## src/rtl/mac_dot_engine_if.sv

```systemverilog
// Operand/result stream bundle for mac_dot_engine: run control, operand handshake, result handshake.
interface mac_dot_engine_if #(
    parameter int unsigned BITS     = 24,
    parameter int unsigned ACC_BITS = 2 * BITS + 8,
    parameter int unsigned LEN_BITS = 8
);
    logic                start;
    logic [LEN_BITS-1:0] len;
    logic                signed_mode;
    logic                in_valid;
    logic                in_ready;
    logic [BITS-1:0]     element_i;
    logic [BITS-1:0]     element_j;
    logic                out_valid;
    logic                out_ready;
    logic [ACC_BITS-1:0] result;
    logic                overflow;
    logic                busy;

    modport master (
        output start, len, signed_mode, in_valid, element_i, element_j, out_ready,
        input  in_ready, out_valid, result, overflow, busy
    );

    modport slave (
        input  start, len, signed_mode, in_valid, element_i, element_j, out_ready,
        output in_ready, out_valid, result, overflow, busy
    );
endinterface

```

## src/rtl/mac_dot_engine.sv

```systemverilog
// Streaming dot-product engine: operand register -> multiply -> accumulate, fixed 3-cycle drain.
// Result and overflow hold after the output handshake until the next start.
module mac_dot_engine #(
    parameter int unsigned BITS     = 24,
    parameter int unsigned ACC_BITS = 2 * BITS + 8,
    parameter int unsigned LEN_BITS = 8,
    parameter bit          SATURATE = 1'b1
) (
    input logic             clk,
    input logic             reset,
    mac_dot_engine_if.slave bus
);
    localparam int unsigned PW = 2 * BITS;

    if (ACC_BITS < PW) begin : g_acc_bits_check
        $error("mac_dot_engine: ACC_BITS must be >= 2*BITS");
    end

    typedef enum logic [1:0] {StIdle, StRun, StDrain, StDone} state_e;

    state_e              state_q, state_d;
    logic [LEN_BITS-1:0] rem_q, rem_d;
    logic                smode_q, smode_d;
    logic [BITS-1:0]     op_a_q, op_b_q;
    logic                op_v_q;
    logic [PW-1:0]       prod_q;
    logic                prod_v_q;
    logic [ACC_BITS-1:0] acc_q, acc_next;
    logic                ovf_q;

    logic                accept, clear, in_ready;
    logic signed [BITS:0] a_ext, b_ext;
    logic [ACC_BITS:0]   prod_ext, acc_ext, sum;
    logic                sum_ovf;

    always_comb begin
        state_d  = state_q;
        rem_d    = rem_q;
        smode_d  = smode_q;
        clear    = 1'b0;
        in_ready = 1'b0;
        unique case (state_q)
            StIdle: begin
                if (bus.start) begin
                    smode_d = bus.signed_mode;
                    clear   = 1'b1;
                    if (bus.len != '0) begin
                        rem_d   = bus.len;
                        state_d = StRun;
                    end else begin
                        state_d = StDone;
                    end
                end
            end
            StRun: begin
                in_ready = 1'b1;
                if (bus.in_valid) begin
                    rem_d = rem_q - 1'b1;
                    if (rem_q == LEN_BITS'(1)) state_d = StDrain;
                end
            end
            StDrain: begin
                if (!op_v_q && !prod_v_q) state_d = StDone;
            end
            StDone: begin
                if (bus.out_ready) state_d = StIdle;
            end
            default: state_d = StIdle;
        endcase
    end

    assign accept = bus.in_valid && in_ready;

    // One extra bit on each operand lets a single signed multiplier serve both modes.
    always_comb begin
        a_ext = $signed({smode_q & op_a_q[BITS-1], op_a_q});
        b_ext = $signed({smode_q & op_b_q[BITS-1], op_b_q});
    end

    always_comb begin
        prod_ext = {{(ACC_BITS + 1 - PW){smode_q & prod_q[PW-1]}}, prod_q};
        acc_ext  = {smode_q & acc_q[ACC_BITS-1], acc_q};
        sum      = acc_ext + prod_ext;
        sum_ovf  = smode_q ? (sum[ACC_BITS] != sum[ACC_BITS-1]) : sum[ACC_BITS];
        acc_next = sum[ACC_BITS-1:0];
        if (sum_ovf && SATURATE) begin
            if (!smode_q) begin
                acc_next = '1;
            end else if (sum[ACC_BITS]) begin
                acc_next = {1'b1, {(ACC_BITS - 1){1'b0}}};
            end else begin
                acc_next = {1'b0, {(ACC_BITS - 1){1'b1}}};
            end
        end
    end

    always_ff @(posedge clk or posedge reset) begin
        if (reset) begin
            state_q  <= StIdle;
            rem_q    <= '0;
            smode_q  <= 1'b0;
            op_a_q   <= '0;
            op_b_q   <= '0;
            op_v_q   <= 1'b0;
            prod_q   <= '0;
            prod_v_q <= 1'b0;
            acc_q    <= '0;
            ovf_q    <= 1'b0;
        end else begin
            state_q  <= state_d;
            rem_q    <= rem_d;
            smode_q  <= smode_d;
            op_v_q   <= accept;
            prod_v_q <= op_v_q;
            if (accept) begin
                op_a_q <= bus.element_i;
                op_b_q <= bus.element_j;
            end
            if (op_v_q) prod_q <= PW'(a_ext * b_ext);
            if (clear) begin
                acc_q <= '0;
                ovf_q <= 1'b0;
            end else if (prod_v_q) begin
                acc_q <= acc_next;
                if (sum_ovf) ovf_q <= 1'b1;
            end
        end
    end

    assign bus.in_ready  = in_ready;
    assign bus.out_valid = (state_q == StDone);
    assign bus.result    = acc_q;
    assign bus.overflow  = ovf_q;
    assign bus.busy      = (state_q != StIdle);
endmodule

```

## src/flat_wrapper.sv

```systemverilog
// flat-port wrapper written by rule: the top's interface ports become plain ports
module mac_dot_engine_flat 
#(
    parameter int unsigned BITS     = 24,
    parameter int unsigned ACC_BITS = 2 * BITS + 8,
    parameter int unsigned LEN_BITS = 8,
    parameter bit          SATURATE = 1'b1
)
  (clk, reset, bus_start, bus_len, bus_signed_mode, bus_in_valid, bus_element_i, bus_element_j, bus_out_ready, bus_in_ready, bus_out_valid, bus_result, bus_overflow, bus_busy);
  mac_dot_engine_if #(.BITS(BITS), .ACC_BITS(ACC_BITS), .LEN_BITS(LEN_BITS)) bus_i ();
  input logic clk;
  input logic reset;
  input wire logic [$bits(bus_i.start)-1:0] bus_start;
  input wire logic [$bits(bus_i.len)-1:0] bus_len;
  input wire logic [$bits(bus_i.signed_mode)-1:0] bus_signed_mode;
  input wire logic [$bits(bus_i.in_valid)-1:0] bus_in_valid;
  input wire logic [$bits(bus_i.element_i)-1:0] bus_element_i;
  input wire logic [$bits(bus_i.element_j)-1:0] bus_element_j;
  input wire logic [$bits(bus_i.out_ready)-1:0] bus_out_ready;
  output wire logic [$bits(bus_i.in_ready)-1:0] bus_in_ready;
  output wire logic [$bits(bus_i.out_valid)-1:0] bus_out_valid;
  output wire logic [$bits(bus_i.result)-1:0] bus_result;
  output wire logic [$bits(bus_i.overflow)-1:0] bus_overflow;
  output wire logic [$bits(bus_i.busy)-1:0] bus_busy;
  assign bus_i.start = bus_start;
  assign bus_i.len = bus_len;
  assign bus_i.signed_mode = bus_signed_mode;
  assign bus_i.in_valid = bus_in_valid;
  assign bus_i.element_i = bus_element_i;
  assign bus_i.element_j = bus_element_j;
  assign bus_i.out_ready = bus_out_ready;
  assign bus_in_ready = bus_i.in_ready;
  assign bus_out_valid = bus_i.out_valid;
  assign bus_result = bus_i.result;
  assign bus_overflow = bus_i.overflow;
  assign bus_busy = bus_i.busy;
  mac_dot_engine #(.BITS(BITS), .ACC_BITS(ACC_BITS), .LEN_BITS(LEN_BITS), .SATURATE(SATURATE)) u_core (.clk(clk), .reset(reset), .bus(bus_i));
endmodule
```

## config.mk

```make
export PLATFORM = sky130hd
export DESIGN_NAME = mac_dot_engine_flat
export DESIGN_NICKNAME = d
export VERILOG_FILES = /design/src/rtl/mac_dot_engine_if.sv /design/src/rtl/mac_dot_engine.sv /design/src/flat_wrapper.sv
export SDC_FILE = /design/constraint.sdc
export NUM_CORES = 2
export LEC_CHECK = 0
export CORE_MARGIN = 5
export CORE_UTILIZATION = 50
export DETAILED_ROUTE_END_ITERATION = 8
export PLACE_DENSITY = 0.67
export SLEW_MARGIN = 25
export SYNTH_ARGS = -nofsm -noshare
export SYNTH_HDL_FRONTEND = slang
export SYNTH_SLANG_ARGS = --single-unit
```

## constraint.sdc

```tcl
create_clock -name clk -period 12 [get_ports clk]
set_input_delay 1.2 -clock clk [delete_from_list [all_inputs] [get_ports clk]]
set_output_delay 1.2 -clock clk [all_outputs]
set_load 0.02 [all_outputs]
```

# Word-level counts from Yosys, hierarchy flattened
# Cells that the tools add are included.
# word_totals
mem_count,0
mem_bits_rw,0
latchBits,0
rom_bits,0
input_bits,62
word_cells,65
ff_bits,166
# op_classes
reduce_logical,14
multipliers,1
magnitude_cmp,0
n_addsub,2
shift,0
n_eq_ne,11
bitwise,4
div_mod_pow,0
n_mux,23
# op_table
op,count
56-bit two-way mux,5
57-bit adder,1
25-bit by 25-bit multiplier with 48-bit output,1
8-bit two-way mux,3
8-bit one-hot mux with 2 select lines,1
2-bit two-way mux,6
"8-bit by 1-bit == test with 1-bit output, second input constant",1
2-bit one-hot mux with 4 select lines,1
2-bit nonzero test,4
8-bit nonzero test,1
"8-bit by 1-bit subtractor with 8-bit output, second input constant",1
1-bit two-way mux,7
"2-bit by 1-bit != test with 1-bit output, second input constant",3
"2-bit != test, second input constant",3
5-bit AND reduction,1
1-bit bitwise AND,4
"2-bit == test, second input constant",2
2-bit AND reduction,2
4-bit AND reduction,1
"2-bit by 1-bit == test with 1-bit output, second input constant",1
1-bit logical AND,2
1-bit logical NOT,2
2-bit logical NOT,1
1-bit != test,1

# Logic depth before layout (Yosys ltp)
# depth
word_depth,7
depth_mapped,29
depth_no_buf,27

# Worst setup path before layout
# No wires, ideal clock.
# synth_timing
path_type,register to register
from,register u_core.smode_q
to,register u_core.prod_q[47]
stages_incl_launch_ff,27
path_slack_ns,4.649
t_required_ns,11.875
arrival_ns,7.227
path_cell_list,dfrtp_1 clkbuf_1 clkbuf_1 and3_1 fa_1 fa_1 inv_1 fa_1 inv_1 fa_1 fa_1 fa_1 inv_1 fa_1 inv_1 ha_1 clkbuf_1 a21o_1 a21oi_1 o21bai_1 a221o_1 a21oi_1 a31oi_1 a211o_1 a31oi_1 xnor2_1 mux2_2
# synth_via
elab_chain_cells,2
elab_cells_between_ends,3
# synth_rtl
element,line_no,text
start: declaration,mac_dot_engine.sv:23,"logic smode_q, smode_d;"
start signal: assignment,mac_dot_engine.sv:112,smode_q <= smode_d;
1-bit bitwise AND (on tied branches),"mac_dot_engine.sv:76, mac_dot_engine.sv:77",
25-bit by 25-bit multiplier with 48-bit output *,mac_dot_engine.sv:119,if (op_v_q) prod_q <= PW'(a_ext * b_ext);
end signal: assignment,mac_dot_engine.sv:119,
end: declaration,mac_dot_engine.sv:26,logic [PW-1:0] prod_q;
# Every way passes the cells marked *; elsewhere a longest branch is shown, timed or not.
# A chain may end at the register's enable or synchronous reset.

# Final worst setup path
# Ends and elaborated chain as after synthesis.

==> results.yml <==
status:
  outcome: "finished, final reports clean"
detailed_routing:
  drt_first_pass_iters: 5
  wirelength_um: 78600
  vias_per_cell: 5.40
  route.vias.total: 23100
  remaining_drc_errors: 0
  drt.antenna.violating_nets: 0
  routedWlPerCell_um: 18.4
  drt_iter0_markers: 1379
final_layout:
  layout.nets: 4316
  instances_no_fill: 4271
  syn_to_final_growth_pct: 8.19
  drive_above_1_share: 0.0566
  design_area_um2: 34300
  fillers: 5803
  diodes: 0
global_route:
  grt_pass1_wl_um: 131000
  grt_pass1_vias: 24700
  grt_overflow: 0
  track_usage: 0.240
  antenna_found_initial: 2
  grt_max_degree: 104
sta:
  finalSetupViolCount: 0
  finalCritPeriodShare: 0.712
  rsz0062_at_grt: "no"
  finalMaxSlewViolations: 0
  slew_headroom: 0.275
  clock.fmax_ghz: 0.117
  tns_ns: 0
  hold_violations: 0
  tightest_slew_ns: 1.09
  layout_min_cycle_time_ns: 8.54
  clock_skew_ns: 0.0225
cts:
  ctsResizeCount: 0
  cts_root_buffer: "clkbuf_16"
  post_cts_buffers: 0
  cts_buffer_depth: 2
  cts_made_buffers: 17
  path_clk_slew_ns: 0.08
  cts_sinks: 166
  hold_buffers: 0
  clk_latency_ns: 0.47
  cts.htree.levels: 4
  cts_tree: "yes"
yosys:
  synth_area_leaders: "fa_1 41%, dfrtp_1 13%, ha_1 7.9%"
  syn-cell-area_um2: 31700
  ys.flop_type: "dfrtp_1"
  synth_most_common_cell: "inv_1"
  synthCells: 3399
  syn-num-nets: 4303
  postSynthAreaPerCell_um2: 9.32
  yosys_warnings: 0
  synth_edf_count: 0
  yosysTopAreaCellShare: 0.405
  ys_types: 70
  synth_area_leader_cell: "fa_1"
  synth_top_cells_by_count: "642 x inv_1, 641 x fa_1, 497 x nand2_1"
  ys_ff_latch: 166
  synthArstFlopShare: 1.00
  synth-seq-area-share: 0.131
critical_path:
  cp_max_fo: 18
  critPathCaptureType: "flop"
  path_class: "flop to flop"
  arrival_ns: 8.89
  start_kind: "flop"
  ff2ff_setup_slack_ns: 3.46
  rr_worst_depth: 26
  crit_required_ns: 12.35
die:
  initial_core_util: 0.504
  die_h_um: 262
  io_pins: 122
  die_width_um: 262
  num_rows: 92
  core-area_um2: 62900
  die_area_um2: 68500
worst_hold_path:
  holdPathStages: 1
  hold_class: "flop to flop"
placed_design:
  placed_area_um2: 33600
  dp_hpwl_um: 63600
  port_buffers: 121
  gp_congestion: 0.899
  place_inst: 4239
run:
  maxCapViolCount: 0
-- cell families (layout without fill, tap and decap cells) --
logic type               Yosys count  count (layout)  share of synthesized area
XOR/XNOR                         110             110                     0.0309
adder cells (fa/ha/maj)          842             842                      0.485
AO/OA/AOI/OAI                    392             392                     0.0778
flip-flops                       166             166                      0.131
multiplexers                      91              91                     0.0323
buffers and inverters            812             838                     0.0974
AND/OR/NAND/NOR                  986             986                      0.146
-- placed cells by master, fill, tap and decap left out, types with 29 or more instances in the layout --
cell / netlist / final
a21o_1: 56 / 56
a21oi_1: 114 / 113
and2_1: 223 / 223
and3_1: 29 / 29
buf_4: 0 / 43
clkdlybuf4s50_1: 0 / 121
dfrtp_1: 166 / 164
fa_1: 641 / 641
ha_1: 201 / 201
inv_1: 642 / 641
mux2_2: 89 / 89
nand2_1: 497 / 496
nor2_1: 119 / 119
o21ai_0: 90 / 90
xnor2_1: 73 / 73
xor2_1: 36 / 36
-- area by class of cell --
| type | count | area [um^2] | area share |
|---|---|---|---|
| inverters | 642 | 2420 | 0.0706 |
| clock inverters | 15 | 214 | 0.00624 |
| repair buffers | 164 | 1530 | 0.0448 |
| flip-flops and latches | 166 | 4160 | 0.121 |
| multi-input cells | 2421 | 24500 | 0.714 |
| well taps | 846 | 1060 | 0.0309 |
| clock buffers | 17 | 425 | 0.0124 |
-- routing by layer --
metal / vias to the layer above / GRT usage / wire, um / part of all wire
li1: 10400 / - / - / -
met1: 11900 / 0.322 / 33300 / 0.42
met2: 597 / 0.418 / 39600 / 0.50
met3: 128 / 0.0311 / 3670 / 0.047
met4: 0 / 0.0618 / 2050 / 0.026
met5: - / 0 / 0 / 0
-- per-stage QoR --
stage | util | hold slack (ns) | worst slack [ns]
finish | 0.545 | 0.507 | 3.46
global route | 0.545 | 0.539 | 2.93
CTS | 0.545 | 0.512 | 3.48
detailed placement | 0.535 | 0.495 | 3.56
global placement | 0.535 | 0.490 | 3.63
floorplan | - | 0.352 | 4.65
-- path summary, 6_finish.rpt --
path,start,to
max,u_core.smode_q,u_core.prod_q[47]
min,u_core.op_b_q[8],u_core.op_b_q[8]
max reg2reg,u_core.smode_q,u_core.prod_q[47]
min reg2reg,u_core.op_b_q[8],u_core.op_b_q[8]
max in group asynchronous,reset,u_core.op_v_q
min in group asynchronous,reset,u_core.bus.result[52]
-- worst max-delay path, cell delays in order, from the launching register on --
cell and delay (ns):
dfrtp_1 0.50, buf_4 0.32, and2_1 0.49, nand2_1 0.17, inv_1 0.18, fa_1 0.55, fa_1 0.75, inv_1 0.23
fa_1 0.53, inv_1 0.05, fa_1 0.48, fa_1 0.52, fa_1 0.49, inv_1 0.05, fa_1 0.47, inv_1 0.04
ha_1 0.38, a21o_1 0.21, a21oi_1 0.16, o21bai_1 0.11, a221o_1 0.34, a21oi_1 0.24, a31oi_1 0.24, a211o_1 0.31
a31oi_1 0.21, xnor2_1 0.09, mux2_2 0.27
-- state kept, by name (all words and copies together) (netlist names), 2 cells and up --
register and cells:
u_core.rem_q 8, u_core.bus.result 56, u_core.op_b_q 24, u_core.state_q 2, u_core.prod_q 48, u_core.op_a_q 24
Power is left out: the tool's default activity adds up to more than one toggle a clock period on the data nets, which glitch-free logic cannot reach.
